$ cat src/rtl/branch_predictor_ctrl_pkg.sv
// Shared definitions for the global-history branch predictor (bp_defines):
// default geometry, sequencer state encoding and 2-bit counter encoding.
package branch_predictor_ctrl_pkg;

   localparam logic [1:0] CTR_SNT = 2'd0;
   localparam logic [1:0] CTR_WNT = 2'd1;
   localparam logic [1:0] CTR_WT  = 2'd2;
   localparam logic [1:0] CTR_ST  = 2'd3;

   localparam int unsigned BP_HIST_BITS = 8;
   localparam logic [1:0]  BP_CTR_INIT  = CTR_WT;

   typedef enum logic [1:0] {
      ST_INIT   = 2'd0,
      ST_IDLE   = 2'd1,
      ST_UPD_RD = 2'd2,
      ST_UPD_WR = 2'd3
   } bp_state_e;

   // Saturating step of a 2-bit counter; never wraps between 0 and 3.
   function automatic logic [1:0] ctr_update(input logic [1:0] ctr, input logic taken);
      logic [1:0] nxt;
      case (ctr)
         CTR_SNT: nxt = taken ? CTR_WNT : CTR_SNT;
         CTR_WNT: nxt = taken ? CTR_WT  : CTR_SNT;
         CTR_WT:  nxt = taken ? CTR_ST  : CTR_WNT;
         CTR_ST:  nxt = taken ? CTR_ST  : CTR_WT;
         default: nxt = CTR_WT;
      endcase
      return nxt;
   endfunction

endpackage

$ cat src/rtl/bp_update_fifo.sv
// Two-entry FIFO of resolved branches {index, taken}; shared by predictor variants.
module bp_update_fifo #(
   parameter int unsigned WIDTH = 9
) (
   input  logic             clk,
   input  logic             rst_n,
   input  logic             push,
   input  logic [WIDTH-1:0] push_data,
   input  logic             pop,
   output logic [WIDTH-1:0] head_data,
   output logic             full,
   output logic             empty
);

   logic [WIDTH-1:0] mem_q [2];
   logic [WIDTH-1:0] mem_d [2];
   logic             wr_ptr_q, wr_ptr_d;
   logic             rd_ptr_q, rd_ptr_d;
   logic [1:0]       count_q, count_d;
   logic             push_ok_s;
   logic             pop_ok_s;

   assign full      = (count_q == 2'd2);
   assign empty     = (count_q == 2'd0);
   assign push_ok_s = push & ~full;
   assign pop_ok_s  = pop & ~empty;
   assign head_data = mem_q[rd_ptr_q];

   // Next-state for storage, pointers and occupancy.
   always_comb begin
      mem_d    = mem_q;
      wr_ptr_d = wr_ptr_q;
      rd_ptr_d = rd_ptr_q;
      count_d  = count_q;
      if (push_ok_s) begin
         mem_d[wr_ptr_q] = push_data;
         wr_ptr_d        = ~wr_ptr_q;
      end else begin
         wr_ptr_d = wr_ptr_q;
      end
      if (pop_ok_s) begin
         rd_ptr_d = ~rd_ptr_q;
      end else begin
         rd_ptr_d = rd_ptr_q;
      end
      case ({push_ok_s, pop_ok_s})
         2'b10:   count_d = count_q + 2'd1;
         2'b01:   count_d = count_q - 2'd1;
         default: count_d = count_q;
      endcase
   end

   // FIFO state registers.
   always_ff @(posedge clk or negedge rst_n) begin
      if (!rst_n) begin
         mem_q[0] <= '0;
         mem_q[1] <= '0;
         wr_ptr_q <= 1'b0;
         rd_ptr_q <= 1'b0;
         count_q  <= 2'd0;
      end else begin
         mem_q    <= mem_d;
         wr_ptr_q <= wr_ptr_d;
         rd_ptr_q <= rd_ptr_d;
         count_q  <= count_d;
      end
   end

endmodule

$ cat src/rtl/branch_predictor_ctrl.sv
// PHT sequencer: post-reset init sweep, lookup/update port arbitration with
// read-modify-write counter updates, and global history register ownership.
module branch_predictor_ctrl
   import branch_predictor_ctrl_pkg::*;
#(
   parameter int unsigned HIST_BITS = BP_HIST_BITS,
   parameter logic [1:0]  CTR_INIT  = BP_CTR_INIT
) (
   input  logic                 clk,
   input  logic                 rst_n,
   input  logic                 lookup_valid,
   output logic                 lookup_ready,
   output logic                 pred_valid,
   output logic                 pred_taken,
   output logic [HIST_BITS-1:0] pred_index,
   input  logic                 resolve_valid,
   input  logic                 resolve_taken,
   input  logic [HIST_BITS-1:0] resolve_index,
   output logic                 resolve_ready,
   output logic                 tbl_en,
   output logic                 tbl_we,
   output logic [HIST_BITS-1:0] tbl_addr,
   output logic [1:0]           tbl_wdata,
   input  logic [1:0]           tbl_rdata,
   output logic [HIST_BITS-1:0] ghr,
   output logic                 init_done
);

   localparam logic [HIST_BITS-1:0] LAST_ADDR = {HIST_BITS{1'b1}};
   localparam logic [HIST_BITS-1:0] ADDR_ONE  = {{(HIST_BITS-1){1'b0}}, 1'b1};

   bp_state_e            state_q, state_d;
   logic [HIST_BITS-1:0] sweep_q, sweep_d;
   logic                 init_wr_q, init_wr_d;
   logic                 init_done_q, init_done_d;
   logic [HIST_BITS-1:0] ghr_q, ghr_d;
   logic                 pred_valid_q, pred_valid_d;
   logic [HIST_BITS-1:0] pred_index_q, pred_index_d;
   logic                 rd_issued_q, rd_issued_d;
   logic [1:0]           hold_q, hold_d;

   logic                 lookup_fire_s;
   logic                 fifo_push_s;
   logic                 fifo_pop_s;
   logic                 fifo_full_s;
   logic                 fifo_empty_s;
   logic [HIST_BITS:0]   fifo_head_s;
   logic [HIST_BITS-1:0] head_index_s;
   logic                 head_taken_s;
   logic [1:0]           ctr_src_s;
   logic                 upd_en_s;
   logic                 upd_we_s;
   logic [1:0]           upd_wdata_s;

   bp_update_fifo #(
      .WIDTH (HIST_BITS + 1)
   ) u_update_fifo (
      .clk       (clk),
      .rst_n     (rst_n),
      .push      (fifo_push_s),
      .push_data ({resolve_index, resolve_taken}),
      .pop       (fifo_pop_s),
      .head_data (fifo_head_s),
      .full      (fifo_full_s),
      .empty     (fifo_empty_s)
   );

   assign lookup_ready  = init_done_q & ~fifo_full_s;
   assign resolve_ready = init_done_q & ~fifo_full_s;
   assign lookup_fire_s = lookup_valid & lookup_ready;
   assign fifo_push_s   = resolve_valid & resolve_ready;
   assign head_index_s  = fifo_head_s[HIST_BITS:1];
   assign head_taken_s  = fifo_head_s[0];

   // Read data is live only the cycle after the update read; later it comes from the holding register.
   assign ctr_src_s     = rd_issued_q ? tbl_rdata : hold_q;

   assign init_done     = init_done_q;
   assign ghr           = ghr_q;
   assign pred_valid    = pred_valid_q;
   assign pred_index    = pred_index_q;
   assign pred_taken    = pred_valid_q & tbl_rdata[1];

   // Sequencer: init sweep, then update read/write that yields to accepted lookups.
   always_comb begin
      state_d     = state_q;
      sweep_d     = sweep_q;
      init_wr_d   = init_wr_q;
      init_done_d = init_done_q;
      rd_issued_d = 1'b0;
      fifo_pop_s  = 1'b0;
      upd_en_s    = 1'b0;
      upd_we_s    = 1'b0;
      upd_wdata_s = 2'b00;
      case (state_q)
         ST_INIT: begin
            if (init_wr_q) begin
               sweep_d = sweep_q + ADDR_ONE;
               if (sweep_q == LAST_ADDR) begin
                  state_d     = ST_IDLE;
                  init_wr_d   = 1'b0;
                  init_done_d = 1'b1;
               end else begin
                  init_wr_d = 1'b1;
               end
            end else begin
               init_wr_d = 1'b1;
            end
         end
         ST_IDLE: begin
            if (!fifo_empty_s || fifo_push_s) begin
               state_d = ST_UPD_RD;
            end else begin
               state_d = ST_IDLE;
            end
         end
         ST_UPD_RD: begin
            if (lookup_fire_s) begin
               state_d = ST_UPD_RD;
            end else begin
               upd_en_s    = 1'b1;
               rd_issued_d = 1'b1;
               state_d     = ST_UPD_WR;
            end
         end
         ST_UPD_WR: begin
            if (lookup_fire_s) begin
               state_d = ST_UPD_WR;
            end else begin
               upd_en_s    = 1'b1;
               upd_we_s    = 1'b1;
               upd_wdata_s = ctr_update(ctr_src_s, head_taken_s);
               fifo_pop_s  = 1'b1;
               // A full FIFO still holds one entry after this pop.
               if (fifo_full_s || fifo_push_s) begin
                  state_d = ST_UPD_RD;
               end else begin
                  state_d = ST_IDLE;
               end
            end
         end
         default: begin
            state_d   = ST_INIT;
            sweep_d   = '0;
            init_wr_d = 1'b0;
         end
      endcase
   end

   // PHT port mux: lookup has priority over sweep and update traffic.
   always_comb begin
      tbl_en    = 1'b0;
      tbl_we    = 1'b0;
      tbl_addr  = '0;
      tbl_wdata = 2'b00;
      if (lookup_fire_s) begin
         tbl_en   = 1'b1;
         tbl_addr = ghr_q;
      end else if (init_wr_q) begin
         tbl_en    = 1'b1;
         tbl_we    = 1'b1;
         tbl_addr  = sweep_q;
         tbl_wdata = CTR_INIT;
      end else begin
         tbl_en    = upd_en_s;
         tbl_we    = upd_we_s;
         tbl_addr  = head_index_s;
         tbl_wdata = upd_wdata_s;
      end
   end

   // History shift, prediction tracking and update read-data capture.
   always_comb begin
      ghr_d        = ghr_q;
      pred_valid_d = lookup_fire_s;
      pred_index_d = pred_index_q;
      hold_d       = hold_q;
      if (fifo_push_s) begin
         ghr_d = {ghr_q[HIST_BITS-2:0], resolve_taken};
      end else begin
         ghr_d = ghr_q;
      end
      if (lookup_fire_s) begin
         pred_index_d = ghr_q;
      end else begin
         pred_index_d = pred_index_q;
      end
      if (rd_issued_q) begin
         hold_d = tbl_rdata;
      end else begin
         hold_d = hold_q;
      end
   end

   // Controller state registers.
   always_ff @(posedge clk or negedge rst_n) begin
      if (!rst_n) begin
         state_q      <= ST_INIT;
         sweep_q      <= '0;
         init_wr_q    <= 1'b0;
         init_done_q  <= 1'b0;
         ghr_q        <= '0;
         pred_valid_q <= 1'b0;
         pred_index_q <= '0;
         rd_issued_q  <= 1'b0;
         hold_q       <= 2'b00;
      end else begin
         state_q      <= state_d;
         sweep_q      <= sweep_d;
         init_wr_q    <= init_wr_d;
         init_done_q  <= init_done_d;
         ghr_q        <= ghr_d;
         pred_valid_q <= pred_valid_d;
         pred_index_q <= pred_index_d;
         rd_issued_q  <= rd_issued_d;
         hold_q       <= hold_d;
      end
   end

endmodule

$ cat config.mk
export PLATFORM = sky130hd
export DESIGN_NAME = branch_predictor_ctrl
export DESIGN_NICKNAME = d
export VERILOG_FILES = /design/src/rtl/branch_predictor_ctrl_pkg.sv /design/src/rtl/bp_update_fifo.sv /design/src/rtl/branch_predictor_ctrl.sv
export SDC_FILE = /design/constraint.sdc
export NUM_CORES = 1
export LEC_CHECK = 0
export BUFFER_PORTS_ARGS = -buffer_cell sky130_fd_sc_hd__buf_4
export CAP_MARGIN = 20
export CORE_UTILIZATION = 51
export CTS_BUF_LIST = sky130_fd_sc_hd__clkbuf_4
export CTS_CLUSTER_DIAMETER = 30
export CTS_CLUSTER_SIZE = 16
export DETAILED_ROUTE_END_ITERATION = 12
export HOLD_SLACK_MARGIN = 0.1
export PLACE_DENSITY = 0.8
export SETUP_SLACK_MARGIN = 0.15
export SYNTH_ARGS = -nofsm -noshare
export SYNTH_HDL_FRONTEND = slang
export SYNTH_SLANG_ARGS = --single-unit
$ cat constraint.sdc
create_clock -name clk -period 1.7 [get_ports clk]
set_input_delay 0.34 -clock clk [delete_from_list [all_inputs] [get_ports clk]]
set_output_delay 0.34 -clock clk [all_outputs]
set_load 0.05 [all_outputs]
==> flow_metrics.py <==
metrics = {
    "outcome": {
        "status": "finished, violations left",
        "violations": "setup timing",
    },
    "timing": {
        "setup-violations-final": 14,
        "grt_setup_unrepaired": "yes",
        "worstMarginPinSlew_ns": 0.620,
        "holdWs_ns": 0.188,
        "slew_viol_final": 0,
        "finClkSkew_ns": 0.0125,
        "period_share": 1.23,
        "finalHoldViolCount": 0,
        "relSlewSlack": 0.587,
        "fin_crit_ns": 2.09,
        "max_clock_freq_ghz": 0.478,
        "setup_ws_ns": -0.391,
        "fin_tns_setup_ns": -4.08,
    },
    "yosys": {
        "yosys-top-cells-count": "55 x nand2_1, 54 x dfrtp_1, 15 x nor2_1",
        "post-synth-top-area-cell": "dfrtp_1",
        "async_flop_share": 1.00,
        "yosys_warnings": 0,
        "syn_area_per_cell_sq_um": 11.0,
        "syn-num-nets": 248,
        "syn-instance-count": 231,
        "synth_most_common_cell": "nand2_1",
        "netlist_area_sq_mm": 0.00253,
        "yosysSeqAreaShare": 0.534,
        "synth-seq-cells": 54,
        "ys_top_cells_by_area": "dfrtp_1 53%, nand2_1 8.2%, mux2_4 5.3%, mux2_2 4.9%, mux2i_1 4.0%",
        "synth_top_area_share": 0.534,
        "synth_edf_count": 0,
        "synth_flop_cell": "dfrtp_1",
        "ys_types": 39,
    },
    "critical_path": {
        "crit_type": "reg2out",
        "cp.arrival_ns": 1.75,
        "worstPathMaxFanout": 6,
        "crit_path_end_kind": "output port",
        "critical_path.top_delay_family": "flip-flops",
        "path_buf_inv": 3,
        "critical_path_required_ns": 1.36,
        "cp_slowest_cell": "dfrtp_2",
        "cp-start-kind": "register",
        "crit_path_max_incr_delay_ns": 0.47,
        "crit_path_cell_trace": "buf_12, mux2i_2, nor2_1, a21oi_2, buf_4, o21ai_4, buf_8",
    },
    "detailed_routing": {
        "detail_route.wl_per_cell_um": 17.1,
        "drtIter0Drc": 187,
        "drtAntennaViolNets": 0,
        "wirelength_mm": 6.60,
        "route.vias.total": 2047,
        "viasPerCell": 5.32,
        "drc": 0,
        "dr.pass1.iters": 4,
    },
    "global_routing": {
        "antenna_found_initial": 0,
        "met1_usage": 0.330,
        "grt_first_pass_wirelength_mm": 10.1,
        "grt_use_met3": 0.0458,
        "grt_use_met2": 0.439,
        "grt.total_usage": 0.259,
        "overflow": 0,
        "grt_max_degree": 38,
        "first_global_vias": 2080,
        "grt-busiest-layer": "met2",
    },
    "placement": {
        "dp_hpwl_mm": 4.18,
        "place_area_sq_mm": 0.00325,
        "gp_congestion": 0.816,
        "portBuffers": 47,
        "dp_cells": 358,
    },
    "die": {
        "fp-row-count": 25,
        "io_pins": 48,
        "die_w_um": 72.5,
        "die_area_sq_mm": 0.00525,
        "core_sq_mm": 0.00475,
        "start_util": 0.532,
        "fp.dieH_um": 72.5,
    },
    "power": {
        "intPower_uw": 1770,
        "p_sw_uw": 445,
        "pwr-share-clk": 0.386,
        "pwr-share-comb": 0.034,
        "ir_drop_mv": 0.579,
        "cellPowerDensity_mw_per_mm2": 588,
        "p_leak_uw": 0.00187,
        "p_sw_frac": 0.201,
        "p_total_uw": 2220,
        "sequentialPowerShare": 0.580,
    },
    "min_path": {
        "min_path_type": "in2reg",
    },
    "cts": {
        "cts.sinks": 54,
        "cts_tree": "done",
        "htree_levels": 2,
        "clockBufferDepth": 2,
        "clk-insertion-delay-late_ns": 0.38,
        "clk_pin_slew_ns": 0.15,
        "root_buffer": "clkbuf_4",
        "cts_buffers": 5,
    },
    "finish": {
        "fillers": 301,
        "final_layout_size_suffix_gt1_frac": 0.516,
        "layoutNonFillerInstCount": 385,
        "syn_to_final_growth_pct": 49.2,
        "fin_area_sq_mm": 0.00378,
        "diodes": 0,
        "nets": 334,
    },
    "run": {
        "cap_violations": 0,
    },
}
-- metal layers --
metal	vias to the layer above	share of wire
li1	952	-
met1	1007	0.42
met2	73	0.52
met3	15	0.042
met4	0	0.019
met5	-	0
-- layout by cell type (no fill, tap or decap), types with 3 or more instances in the layout --
master / count
o21ai_4: 8
a21oi_1: 3
buf_8: 8
nor2_1: 13
dfrtp_1: 51
xnor2_1: 8
inv_8: 3
mux2i_1: 6
xor2_1: 4
mux2i_2: 3
a21oi_2: 9
nand2_1: 49
mux2_4: 18
buf_6: 17
clkbuf_4: 5
nand2_2: 5
nand4_1: 4
buf_4: 58
-- final cells by class --
cell class              count  area (sq um)  share of cell area
clock buffers               5          37.5             0.00994
clock inverters             3          63.8              0.0169
inverters                   4          30.0             0.00795
multi-input cells         165          1400               0.370
flip-flops and latches     54          1360               0.359
well taps                  67          83.8              0.0222
repair buffers             86           797               0.211
repair inverters            1          11.3             0.00298
-- sequential cells by signal, summed over array words and instances (netlist names) --
signal / cells
u_update_fifo.mem_q: 18
ghr: 8
pred_index: 8
sweep_q: 8
hold_q: 2
state_q: 2
u_update_fifo.count_q: 2
init_done: 1
init_wr_q: 1
pred_valid: 1
rd_issued_q: 1
u_update_fifo.rd_ptr_q: 1
u_update_fifo.wr_ptr_q: 1
-- metrics by stage --
stage	utilization	setup WS, ns
after detailed placement	0.684	-0.0765
after floorplan	-	-0.0663
after CTS	0.771	-0.413
after global placement	0.684	-0.0101
final	0.794	-0.391
after global routing	0.794	-0.467
-- worst paths after layout --
path	startpoint	endpoint	slack (ns)	depth (start not counted)
setup / recovery	u_update_fifo.rd_ptr_q$_DFFE_PN0P_	tbl_addr[7]	-0.39	7
hold / removal	resolve_index[7]	u_update_fifo.mem_q[17]$_DFFE_PN0P_	0.19	2
setup reg to reg	u_update_fifo.count_q[1]$_DFFE_PN0P_	u_update_fifo.mem_q[12]$_DFFE_PN0P_	0.04	7
hold reg to reg	pred_index[0]$_DFFE_PN0P_	pred_index[0]$_DFFE_PN0P_	0.50	2
max in group asynchronous	rst_n	u_update_fifo.rd_ptr_q$_DFFE_PN0P_	0.84	3
min in group asynchronous	rst_n	hold_q[1]$_DFF_PN0_	0.35	2
-- power by group through the flow --
stage | registers (uW) | clock network, uW | logic [uW]
2_1_floorplan | 1310 | 0 | 8.38
3_3_place_gp | 1310 | 0 | 70.2
3_5_place_dp | 1310 | 0 | 72.2
4_1_cts | 1290 | 864 | 77.4
5_1_grt | 1290 | 907 | 84.3
6_report | 1290 | 856 | 75.1
-- kinds of logic after synthesis --
kind of cell	share of synthesized area
adder cells (fa/ha/maj)	0.0138
buffers and inverters	0.0331
AND/OR/NAND/NOR	0.180
multiplexers	0.142
XOR/XNOR	0.0415
AO/OA/AOI/OAI	0.0554
flip-flops	0.534
-- timing repair --
item                       4_1_cts  5_1_grt
hold endpoints to repair        17        0
hold buffers                     1        0
gates cloned                     3        0
setup endpoints to repair       33       37
gates resized for setup         50       23
buffers inserted                11        4
pin swaps                       13       11
No activity file was read; power rests on OpenSTA's default activity.
